==> config.mk <==
export PLATFORM = sky130hd
export DESIGN_NAME = router_top
export DESIGN_NICKNAME = d
export VERILOG_FILES = /design/src/rtl/router_top.sv
export SDC_FILE = /design/constraint.sdc
export NUM_CORES = 1
export LEC_CHECK = 0
export BUFFER_PORTS_ARGS = -buffer_cell sky130_fd_sc_hd__buf_4
export CORE_ASPECT_RATIO = 0.9
export CORE_MARGIN = 1.5
export CORE_UTILIZATION = 67
export CTS_CLUSTER_DIAMETER = 50
export DETAILED_ROUTE_END_ITERATION = 8
export HOLD_SLACK_MARGIN = 0.06
export MAX_ROUTING_LAYER = met4
export PLACE_DENSITY = 0.8
export SKIP_CTS_REPAIR_TIMING = 1
export SYNTH_ARGS = -nofsm -noshare
export SYNTH_HDL_FRONTEND = slang
export SYNTH_SLANG_ARGS = --single-unit
==> constraint.sdc <==
create_clock -name clock -period 5 [get_ports clock]
set_input_delay 0.5 -clock clock [delete_from_list [all_inputs] [get_ports clock]]
set_output_delay 0.5 -clock clock [all_outputs]
set_load 0.02 [all_outputs]
==> src/rtl/router_top.sv <==
// router_top: 1-to-3 byte-serial packet router. Ingress FSM steers header/payload/parity
// into one of three 16-deep FIFOs; each port drains independently with a soft-reset timeout.
//
// state              | meaning
// DECODE_ADDRESS     | idle, waiting for a header with a valid address
// WAIT_TILL_EMPTY    | header latched, destination FIFO still holds an older packet
// LOAD_FIRST_DATA    | write latched header (flagged) into destination FIFO
// LOAD_DATA          | accept payload bytes; parity byte arrives with pkt_valid low
// FIFO_FULL_STATE    | destination full, byte held, stall source
// LOAD_AFTER_FULL    | write the held byte once space is available
// LOAD_PARITY        | finish the parity write (retry while full)
// CHECK_PARITY_ERROR | compare computed vs received parity
module router_top #(
  parameter int DATA_W     = 8,
  parameter int FIFO_DEPTH = 16,
  parameter int SOFT_TMO   = 30
) (
  input  logic              clock,
  input  logic              resetn,
  input  logic              pkt_valid,
  input  logic [DATA_W-1:0] data_in,
  input  logic              read_enb_0,
  input  logic              read_enb_1,
  input  logic              read_enb_2,
  output logic [DATA_W-1:0] data_out_0,
  output logic [DATA_W-1:0] data_out_1,
  output logic [DATA_W-1:0] data_out_2,
  output logic              vld_out_0,
  output logic              vld_out_1,
  output logic              vld_out_2,
  output logic              busy,
  output logic              error
);

  localparam int AW = $clog2(FIFO_DEPTH);
  localparam int CW = DATA_W - 1;
  localparam int TW = $clog2(SOFT_TMO + 1);
  localparam int NP = 3;

  typedef enum logic [2:0] {
    DECODE_ADDRESS,
    LOAD_FIRST_DATA,
    LOAD_DATA,
    LOAD_PARITY,
    FIFO_FULL_STATE,
    LOAD_AFTER_FULL,
    WAIT_TILL_EMPTY,
    CHECK_PARITY_ERROR
  } state_t;

  state_t            state_q, state_d;
  logic [DATA_W-1:0] hdr_q, hdr_d;
  logic [DATA_W-1:0] hold_q, hold_d;
  logic [DATA_W-1:0] int_par_q, int_par_d;
  logic [DATA_W-1:0] rx_par_q, rx_par_d;
  logic [1:0]        dest_q, dest_d;
  logic              par_got_q, par_got_d;
  logic              par_wr_q, par_wr_d;
  logic              busy_q, busy_d;
  logic              error_q, error_d;

  logic [DATA_W:0]   mem_q [NP][FIFO_DEPTH];
  logic [AW:0]       wr_ptr_q [NP];
  logic [AW:0]       wr_ptr_d [NP];
  logic [AW:0]       rd_ptr_q [NP];
  logic [AW:0]       rd_ptr_d [NP];
  logic [DATA_W-1:0] dout_q [NP];
  logic [DATA_W-1:0] dout_d [NP];
  logic [CW-1:0]     cnt_q [NP];
  logic [CW-1:0]     cnt_d [NP];
  logic [TW-1:0]     tmo_q [NP];
  logic [TW-1:0]     tmo_d [NP];
  logic [DATA_W:0]   rd_entry [NP];

  logic [NP-1:0]     rd_en, empty, full, flush, wr_port, pop;
  logic              wr_en;
  logic [DATA_W:0]   wr_data;
  logic              dest_empty, dest_full, dest_flush, in_empty;

  always_comb begin
    rd_en = {read_enb_2, read_enb_1, read_enb_0};
    for (int p = 0; p < NP; p++) begin
      empty[p] = (wr_ptr_q[p] == rd_ptr_q[p]);
      full[p]  = (wr_ptr_q[p][AW] != rd_ptr_q[p][AW]) &&
                 (wr_ptr_q[p][AW-1:0] == rd_ptr_q[p][AW-1:0]);
      // timeout fires on the last stalled clock of the window
      flush[p] = !empty[p] && !rd_en[p] && (tmo_q[p] == TW'(1));
    end
  end

  always_comb begin
    dest_empty = empty[0];
    dest_full  = full[0];
    dest_flush = flush[0];
    in_empty   = empty[0];
    case (dest_q)
      2'd1: begin dest_empty = empty[1]; dest_full = full[1]; dest_flush = flush[1]; end
      2'd2: begin dest_empty = empty[2]; dest_full = full[2]; dest_flush = flush[2]; end
      default: ;
    endcase
    case (data_in[1:0])
      2'd1: in_empty = empty[1];
      2'd2: in_empty = empty[2];
      default: ;
    endcase
  end

  always_comb begin
    state_d   = state_q;
    hdr_d     = hdr_q;
    hold_d    = hold_q;
    int_par_d = int_par_q;
    rx_par_d  = rx_par_q;
    dest_d    = dest_q;
    par_got_d = par_got_q;
    par_wr_d  = par_wr_q;
    error_d   = error_q;
    wr_en     = 1'b0;
    wr_data   = '0;
    case (state_q)
      DECODE_ADDRESS: begin
        if (pkt_valid && data_in[1:0] != 2'd3) begin
          hdr_d     = data_in;
          dest_d    = data_in[1:0];
          int_par_d = data_in;
          error_d   = 1'b0;
          par_got_d = 1'b0;
          par_wr_d  = 1'b0;
          state_d   = in_empty ? LOAD_FIRST_DATA : WAIT_TILL_EMPTY;
        end
      end
      WAIT_TILL_EMPTY: begin
        if (dest_empty) state_d = LOAD_FIRST_DATA;
      end
      LOAD_FIRST_DATA: begin
        wr_en   = 1'b1;
        wr_data = {1'b1, hdr_q};
        state_d = LOAD_DATA;
      end
      LOAD_DATA: begin
        if (pkt_valid) begin
          int_par_d = int_par_q ^ data_in;
          if (dest_full) begin
            hold_d  = data_in;
            state_d = FIFO_FULL_STATE;
          end else begin
            wr_en   = 1'b1;
            wr_data = {1'b0, data_in};
          end
        end else begin
          rx_par_d  = data_in;
          par_got_d = 1'b1;
          if (!dest_full) begin
            wr_en    = 1'b1;
            wr_data  = {1'b0, data_in};
            par_wr_d = 1'b1;
          end
          state_d = LOAD_PARITY;
        end
      end
      FIFO_FULL_STATE: begin
        // par_wr_q set means the packet is complete; only wait for space
        if (!dest_full) state_d = par_wr_q ? DECODE_ADDRESS : LOAD_AFTER_FULL;
      end
      LOAD_AFTER_FULL: begin
        wr_en   = 1'b1;
        wr_data = {1'b0, hold_q};
        state_d = pkt_valid ? LOAD_DATA : LOAD_PARITY;
      end
      LOAD_PARITY: begin
        // entered from LOAD_AFTER_FULL the parity byte is still on data_in
        if (!par_got_q) begin
          rx_par_d  = data_in;
          par_got_d = 1'b1;
        end
        if (par_wr_q) begin
          state_d = CHECK_PARITY_ERROR;
        end else if (!dest_full) begin
          wr_en    = 1'b1;
          wr_data  = {1'b0, par_got_q ? rx_par_q : data_in};
          par_wr_d = 1'b1;
          state_d  = CHECK_PARITY_ERROR;
        end
      end
      CHECK_PARITY_ERROR: begin
        error_d = (int_par_q != rx_par_q);
        state_d = dest_full ? FIFO_FULL_STATE : DECODE_ADDRESS;
      end
      default: state_d = DECODE_ADDRESS;
    endcase
    if (dest_flush && state_q != DECODE_ADDRESS && state_q != WAIT_TILL_EMPTY) begin
      state_d = DECODE_ADDRESS;
      wr_en   = 1'b0;
    end
    busy_d = !(state_d == DECODE_ADDRESS || state_d == LOAD_DATA);
  end

  always_comb begin
    for (int p = 0; p < NP; p++) begin
      rd_entry[p] = mem_q[p][rd_ptr_q[p][AW-1:0]];
      wr_port[p]  = wr_en && (dest_q == 2'(p)) && !flush[p];
      pop[p]      = rd_en[p] && !empty[p];
      wr_ptr_d[p] = wr_ptr_q[p] + (AW+1)'(wr_port[p]);
      rd_ptr_d[p] = rd_ptr_q[p] + (AW+1)'(pop[p]);
      dout_d[p]   = dout_q[p];
      cnt_d[p]    = cnt_q[p];
      if (pop[p]) begin
        dout_d[p] = rd_entry[p][DATA_W-1:0];
        if (rd_entry[p][DATA_W]) cnt_d[p] = {1'b0, rd_entry[p][DATA_W-1:2]} + CW'(1);
        else if (cnt_q[p] != '0) cnt_d[p] = cnt_q[p] - CW'(1);
      end
      tmo_d[p] = TW'(SOFT_TMO);
      if (!empty[p] && !rd_en[p] && !flush[p]) tmo_d[p] = tmo_q[p] - TW'(1);
      if (flush[p]) begin
        wr_ptr_d[p] = '0;
        rd_ptr_d[p] = '0;
        dout_d[p]   = '0;
        cnt_d[p]    = '0;
      end
    end
  end

  always_ff @(posedge clock or negedge resetn) begin
    if (!resetn) begin
      state_q   <= DECODE_ADDRESS;
      hdr_q     <= '0;
      hold_q    <= '0;
      int_par_q <= '0;
      rx_par_q  <= '0;
      dest_q    <= '0;
      par_got_q <= 1'b0;
      par_wr_q  <= 1'b0;
      busy_q    <= 1'b0;
      error_q   <= 1'b0;
      for (int p = 0; p < NP; p++) begin
        wr_ptr_q[p] <= '0;
        rd_ptr_q[p] <= '0;
        dout_q[p]   <= '0;
        cnt_q[p]    <= '0;
        tmo_q[p]    <= TW'(SOFT_TMO);
      end
    end else begin
      state_q   <= state_d;
      hdr_q     <= hdr_d;
      hold_q    <= hold_d;
      int_par_q <= int_par_d;
      rx_par_q  <= rx_par_d;
      dest_q    <= dest_d;
      par_got_q <= par_got_d;
      par_wr_q  <= par_wr_d;
      busy_q    <= busy_d;
      error_q   <= error_d;
      for (int p = 0; p < NP; p++) begin
        wr_ptr_q[p] <= wr_ptr_d[p];
        rd_ptr_q[p] <= rd_ptr_d[p];
        dout_q[p]   <= dout_d[p];
        cnt_q[p]    <= cnt_d[p];
        tmo_q[p]    <= tmo_d[p];
      end
    end
  end

  always_ff @(posedge clock) begin
    for (int p = 0; p < NP; p++) begin
      if (wr_port[p]) mem_q[p][wr_ptr_q[p][AW-1:0]] <= wr_data;
    end
  end

  assign data_out_0 = dout_q[0];
  assign data_out_1 = dout_q[1];
  assign data_out_2 = dout_q[2];
  assign vld_out_0  = !empty[0];
  assign vld_out_1  = !empty[1];
  assign vld_out_2  = !empty[2];
  assign busy       = busy_q;
  assign error      = error_q;

endmodule

== Yosys cells after proc, flatten, opt, wreduce, memory -nomap -nowiden ==
Memories as Yosys holds them, arrays and structs flattened.
Cells that the tools add are included.

* Add/sub/neg operators: 9
* $lt $le $gt $ge: 9
* Equal/unequal tests: 31
* Muxes and demuxes: 81
* Bitwise operators: 7
* Reduce and logical (&&, ||, !) cells: 59

{| class="wikitable"
|+ Operators by type and width
! operator !! number
|-
| 144-bit two-way mux || 7
|-
| 144-bit OR reduction || 2
|-
| 8-bit two-way mux || 19
|-
| 9-bit binary-select mux with 4-bit select || 3
|-
| 9-bit demux with 4-bit select || 3
|-
| 5-bit two-way mux || 9
|-
| 9-bit one-hot mux with 4 select lines || 1
|-
| 3-bit two-way mux || 11
|-
| 8-bit one-hot mux with 2 select lines || 2
|-
| 5-bit by 1-bit adder with 5-bit output || 6
|-
| 5-bit greater-or-equal comparator, second input constant || 6
|-
| 4-bit NOT with 5-bit output || 6
|-
| 1-bit logical AND || 27
|-
| 9-bit two-way mux || 3
|-
| 3-bit one-hot mux with 8 select lines || 1
|-
| 5-bit by 1-bit == test with 1-bit output, second input constant || 3
|-
| 5-bit == test || 3
|-
| 5-bit by 1-bit less-than comparator with 1-bit output, second input constant || 3
|-
| 5-bit by 1-bit subtractor with 5-bit output, second input constant || 3
|-
| 3-bit == test, second input constant || 4
|-
| 4-bit == test || 3
|-
| 1-bit two-way mux || 12
|-
| 2-bit nonzero test || 6
|-
| 1-bit zero test || 10
|-
| 20 further kinds || 43
|}

* Bits in registers: 110
* Memory bits (writable): 432
* Input port bits: 14
* Output and inout bits: 29
* Word-level logic and storage cells: 219
* Memories kept: 1

{| class="wikitable"
|+ Memories
! memory !! words !! bits a word !! read ports !! clocked after Yosys merged registers in !! wr ports !! RTL line !! text
|-
| mem_q || 3 || 144 || 3 || 0 || 1 || 62 || <nowiki>logic [DATA_W:0] mem_q [NP][FIFO_DEPTH];</nowiki>
|}

== Logic depth before layout (Yosys ltp) ==
Gate-level depths: netlist of run 1.

* Depth in word-level cells: 15
* Gate-level depth with buffers: 15
* Gate-level depth less buffers: 12

== Worst setup path after synthesis of run 1 ==
OpenSTA, ideal clock, no wires.

* Kind: reg2reg
* Start: register rd_ptr_q[11] (netlist name)
* End: memory mem_q[0][100] (netlist name) (enable)
* Setup time: 395 ps
* Arrival time: 2745 ps
* Required time: 4605 ps
* Path slack: 1860 ps
* Stages on the path, launching flop included: 11
* Buffers on the path: 4
* Period minus slack after synthesis: 3140 ps
* Path through: dfrtp_1 -> buf_6 -> xor2_1 -> nor4_4 -> a21oi_2 -> and2_4 -> buf_6 -> nand2b_4 -> buf_6 -> buf_6 -> nor4_1

* Word-level cells in the longest chain between the ends: 15
* Elaborated cells between the ends (all ways): 33
* Those cells by class: eq/ne: 2; mux: 16; reduce/logical: 15

{| class="wikitable"
|+ Ends and longest elaborated chain
! element !! RTL line !! text
|-
| start: declaration || 65 || <nowiki>logic [AW:0] rd_ptr_q [NP];</nowiki>
|-
| start signal: indexed assignment || 255 || <nowiki>rd_ptr_q[p] <= rd_ptr_d[p];</nowiki>
|-
| branches (longest 15 deep; another with 144-bit two-way mux) || - ||
|-
| end: declaration || 62 ||
|}

Parallel ways; which one is timed is not known.

==> qor.yml, run 1 <==
min_path:
  hp-class: "in2async"
worst_setup_path:
  ff2ff_setup_slack_ps: 1240
  crit_type: "reg2reg"
  path_cells: "xnor2_1 > nand4_1 > nor2_2 > nor3_2 > nand2b_1 > nor2_1 > ha_1 > ha_1 > nand3_1 > xor2_1 > nor2_1"
  crit_fanout: 19
  cp-start-kind: "flop"
  endpoint_kind: "flop"
  worstReg2RegStart: "rd_ptr_q[2]"
  required_ps: 5400
  slowest_delay_ps: 850
  crit_start: "rd_ptr_q[2]"
  slowest_stage: "nor3_2"
  crit_arrival_ps: 4150
placement:
  dp_hpwl_um: 25500
  numPortBuffers: 42
  place_inst: 1613
  placed_area_um2: 21400
  place.gp.congestion: 0.890
timing:
  slew_viol_final: 0
  finClkSkew_ps: 17.8
  fin_crit_sh_pct: 75.1
  timing.fmax_mhz: 266
  finalHoldViolations: 0
  worst_pin_slew_ps: 1270
  layout_min_cycle_time_ps: 3760
  setup_viol: 0
  finalSetupTns_ps: 0
  rsz0062_at_grt: "no"
  slew_headroom_pct: 15.2
grt:
  grt_max_degree: 83
  grt_overflow: 0
  grt_pass1_vias: 11200
  grt_use_total_pct: 29.5
  antenna_found_initial: 0
  grt_first_pass_wirelength_um: 67100
synth:
  synth_cell_type_count: 65
  synth_mux_area_share_pct: 14.7
  avgSynthCellArea_um2: 17.4
  seq_area_frac_synth_pct: 69.7
  synth_edf_count: 384
  synth_ff_type: "edfxtp_1"
  synth_top_family_by_area: "multiplexers"
  yosysWarnings: 0
  synth_fa_ha_area_share_pct: 1.47
  syn_nets: 1211
  synthSimpleGateAreaFrac_pct: 7.00
  synth-compound-area-share_pct: 3.06
  synth_cells: 1173
  synth_xor_area_share_pct: 2.22
  syn_area_um2: 20400
  ys_ff_latch: 492
  synthArstFlopShare_pct: 22.0
drt:
  drcViolationCount: 0
  vias: 11000
  wl_per_cell_um: 25.4
  first_pass_iters: 5
  viasPerCell: 6.44
  drt_iter0_drc: 1243
  finalWirelength_um: 43200
  antenna_left: 0
power_and_ir_drop:
  total_power_mw: 14.2
  irDropWorstVdd_mv: 0.399
  leakagePower_nw: 8.03
  power.density_nw_per_um2: 620
floorplan:
  ios: 43
  dieWidth_um: 187
  num_rows: 60
  die_height_um: 169
  die_area_um2: 31600
  start_util_pct: 68.3
  coreArea_um2: 30000
cts:
  cts_buffers: 47
  clkTransAtPathRegs_ps: 60
  clk_path_buf_depth: 3
  cts_sinks: 492
  clk_latency_ps: 560
  cts_tree: "built"
  root_buffer: "clkbuf_16"
  cts.htree.levels: 2
run:
  maxCapViolCount: 0
final_layout:
  layout.cells.most_common: "edfxtp_1"
  fin_cells: 1700
  antennaDiodeCount: 0
  layout_common_cells: "edfxtp_1 (384), mux4_2 (120), buf_4 (100)"
  finalInstanceArea_um2: 23000
  nNetsFinal: 1297
  drive_gt1_share_pct: 27.1
  area_growth_pct: 12.3
outcome:
  status: "finished clean"
[cells in the mapped netlist (all sizes together) (2+ instances only)]
cell	instances	area (um2)
a21oi	20	104
a221o	8	80.1
a31oi	3	18.8
and2	3	21.3
and3	3	18.8
buf	34	190
clkbuf	29	111
clkinv	3	11.3
dfrtp	96	2400
dfstp	12	315
edfxtp	384	11500
ha	24	300
inv	18	67.6
mux2	20	225
mux2i	8	80.1
mux4	120	2700
nand2	86	323
nand2b	19	126
nand3	24	120
nand3b	3	22.5
nand4	4	25.0
nor2	46	175
nor2b	15	93.8
nor3	8	61.3
nor3b	4	30.0
nor4	51	334
nor4b	3	26.3
o21ai	44	220
o22ai	2	12.5
o2bb2ai	2	17.5
o311ai	2	17.5
o31ai	2	15.0
or2	6	37.5
xnor2	31	279
xor2	20	175
[flip-flops by register name, summed over array words and instances (netlist names), 15 cells and up]
register and flops:
mem_q 384, rd_ptr_q 15, tmo_q 15, wr_ptr_q 15
[cells by family (layout without fill, tap and decap cells)]
| group | after synthesis | after routing |
|---|---|---|
| fa+ha+maj | 24 | 24 |
| compound gates | 97 | 97 |
| flops | 492 | 492 |
| simple gates | 277 | 277 |
| mux | 148 | 148 |
| buf+inv | 84 | 208 |
| xor+xnor | 51 | 51 |
[per-layer routing]
metal	GRT usage, %	vias to the layer above	part of all wire [%]
li1	-	4786	-
met1	40.8	5690	41
met2	47.5	430	50
met3	5.25	47	7.6
met4	6.00	0	1.4
met5	-	-	0
[critical path, delay by kind of cell, from the launching register on]
kind | cells | cell delay (ps)
XOR/XNOR | 2 | 310
AND/OR/NAND/NOR | 7 | 2060
flip-flops | 1 | 770
adder cells (fa/ha/maj) | 2 | 460
[stage by stage]
stage	setup WS, ps	util (%)	hold slack [ps]
finish	1240	76.6	113
global route	933	76.6	137
CTS	1240	76.6	125
detailed placement	1390	71.5	480
global placement	1470	71.5	472
floorplan	1860	-	204
[layout make-up]
cell class,count,area (um2)
sequential,492,14300
fill,1636,7000
multi-input combinational,597,5850
clock buffer,64,1310
timing repair buffer,100,751
tap,403,504
clock inverter,23,211
inverter,21,78.8
[power by group]
| part | switching (mW) | internal [mW] |
|---|---|---|
| Sequential | 0.549 | 5.52 |
| Clock | 1.47 | 2.00 |
| Combinational | 2.76 | 1.95 |
[final timing paths]
check / end / depth (start not counted)
worst min-delay path: data_out_1[6] / 1
min in group clock: tmo_q[5] / 2
worst min register to register: hold_q[7] / 1
worst max-delay path: wr_ptr_q[4] / 11
worst max register to register: wr_ptr_q[4] / 11
max in group asynchronous: rd_ptr_q[10] / 2
Note: power is estimated with default switching activity, not from simulation.
==> run 2: changes to the inputs <==
--- a/config.mk
+++ b/config.mk
@@ -8,12 +8,12 @@
 export BUFFER_PORTS_ARGS = -buffer_cell sky130_fd_sc_hd__buf_4
 export CORE_ASPECT_RATIO = 0.9
 export CORE_MARGIN = 1.5
-export CORE_UTILIZATION = 67
+export CORE_UTILIZATION = 62
 export CTS_CLUSTER_DIAMETER = 50
 export DETAILED_ROUTE_END_ITERATION = 8
 export HOLD_SLACK_MARGIN = 0.06
 export MAX_ROUTING_LAYER = met4
-export PLACE_DENSITY = 0.8
+export PLACE_DENSITY = 0.75
 export SKIP_CTS_REPAIR_TIMING = 1
 export SYNTH_ARGS = -nofsm -noshare
 export SYNTH_HDL_FRONTEND = slang
==> constraint.sdc (replaced) <==
create_clock -name clock -period 3.5 [get_ports clock]
set_input_delay 0.35 -clock clock [delete_from_list [all_inputs] [get_ports clock]]
set_output_delay 0.35 -clock clock [all_outputs]
set_load 0.02 [all_outputs]
==> run 2 against run 1 <==
- total power increased by 48%
- cell count is 2.5% higher
- fmax grew 18%
- via count down 0.30%
- setup slack worse by 940 ps
==> qor.yml, run 2 (synthesized netlist as in run 1, its figures left out) <==
outcome:
  status: "finished clean"
timing:
  rsz0062_at_grt: "no"
  fin_crit_sh_pct: 91.2
  slew_headroom_pct: 46.7
  layout_min_cycle_time_ps: 3190
  setup_viol: 0
  timing.fmax_mhz: 313
  hold_slack_ps: 63.2
  finClkSkew_ps: 37.0
  setup_ws_ps: 307
  slew_viol_final: 0
  worst_pin_slew_ps: 789
  finalHoldViolations: 0
  finalSetupTns_ps: 0
cts:
  cts.htree.levels: 2
  cts_sinks: 492
  clk_path_buf_depth: 3
  cts_buffers: 48
  cts_tree: "built"
  clk_latency_ps: 590
  root_buffer: "clkbuf_16"
  clkTransAtPathRegs_ps: 60
placement:
  pre_cts_ws_ps: 385
  numPortBuffers: 42
  place.gp.congestion: 0.884
  place_inst: 1654
  dp_hpwl_um: 26800
final_layout:
  antennaDiodeCount: 0
  area_growth_pct: 14.4
  multi_input_area_um2: 5850
  largest_register_ffs: 384
  nNetsFinal: 1328
  drive_gt1_share_pct: 28.9
  n_fill_cell: 1902
  layout.cells.most_common: "edfxtp_1"
  regArea_um2: 14300
  layout_common_cells: "edfxtp_1 (384), buf_4 (126), mux4_2 (120)"
  fin_cells: 1742
run:
  maxCapViolCount: 0
min_path:
  min_to: "hold_q[4]"
  hp-class: "in2reg"
  worst_hold_path.num_cells: 2
  worstHoldStart: "data_in[4]"
drt:
  viasPerCell: 6.27
  drcViolationCount: 0
  vias: 10900
  finalWirelength_um: 43000
  first_pass_iters: 7
  drt_iter0_drc: 1164
  wl_per_cell_um: 24.7
  antenna_left: 0
grt:
  grt_pass1_vias: 11000
  grt_use_total_pct: 27.2
  antenna_found_initial: 0
  grt_overflow: 0
  grt_max_degree: 62
  grt_first_pass_wirelength_um: 66600
floorplan:
  die_area_um2: 34100
  start_util_pct: 63.5
  num_rows: 62
  dieWidth_um: 194
  coreArea_um2: 32200
  die_height_um: 175
  ios: 43
power_and_ir_drop:
  irDropWorstVdd_mv: 0.563
  leakagePower_nw: 8.26
  power.density_nw_per_um2: 903
  total_power_mw: 21.1
worst_setup_path:
  required_ps: 3780
  slowest_stage: "o31ai_1"
  ff2ff_setup_slack_ps: 310
  crit_type: "reg2reg"
  endpoint_kind: "flop"
  crit_top_cell: "buf_4"
  slowest_delay_ps: 470
  cp-start-kind: "flop"
  worstReg2RegStart: "hdr_q[0]"
  crit_fanout: 20
  r2r_cells: 9
  crit_arrival_ps: 3470
  path_cells: "inv_1 > ha_1 > nor2_1 > a2bb2o_4 > o31ai_1 > o21ai_4 > buf_4 > nor4_1 > buf_4"
  r2r_end: "mem_q[0][222]"
run 2: cell count changes in the layout (fill, tap and decap cells not counted), moves of 2 or more:
cell	before	now
buf_12	0	2
buf_4	100	126
bufinv_16	3	8
clkbuf_1	10	6
clkbuf_16	47	50
clkbuf_8	7	2
clkinv_2	14	8
clkinv_4	0	4
clkinv_8	2	0
dlygate4sd3_1	0	2
inv_6	0	3
run 2: layout make-up:
cell class / count / area share, %
Inverter: 21 / 0.337
Clock inverter: 28 / 1.66
Timing Repair Buffer: 130 / 4.30
Clock buffer: 58 / 5.56
Tap cell: 416 / 2.23
Sequential cell: 492 / 60.9
Multi-Input combinational cell: 597 / 25.0
run 2: metal layers:
| metal | share of wire (%) | up-vias | wire [um] | track usage [%] |
|---|---|---|---|---|
| met2 | 47 | 415 | 20400 | 40.7 |
| met5 | 0 | - | 0 | - |
| met4 | 2.5 | 0 | 1060 | 7.81 |
| li1 | - | 4845 | - | - |
| met3 | 7.2 | 80 | 3100 | 4.86 |
| met1 | 43 | 5580 | 18400 | 39.1 |
run 2: worst max-delay path: cells and delay by family, from the launching register on:
kind	cells	cell delay, ps
compound gates	3	940
fa+ha+maj	1	450
buf+inv	3	620
flops	1	410
simple gates	2	480
run 2: worst max-delay path by stage:
stage	from	to	slack [ps]
finish	hdr_q[0]	mem_q[0][222]	310
global route	rd_ptr_q[3]	mem_q[0][216]	140
CTS	hdr_q[0]	mem_q[0][222]	330
detailed placement	hdr_q[0]	mem_q[0][20]	380
global placement	hdr_q[0]	mem_q[0][25]	360
floorplan	rd_ptr_q[11]	mem_q[0][100]	360
run 2: stage by stage:
stage	instance area (um2)	utilization, %
2_1_floorplan	20400	-
3_3_place_gp	21700	67.4
3_5_place_dp	21700	67.4
4_1_cts	23400	72.6
5_1_grt	23400	72.7
6_report	23400	72.7
run 2: power by group:
group          switching, mW  internal, mW
sequential             0.608          7.85
combinational           4.21          3.00
clock                   2.19          3.27
total                   7.01          14.1
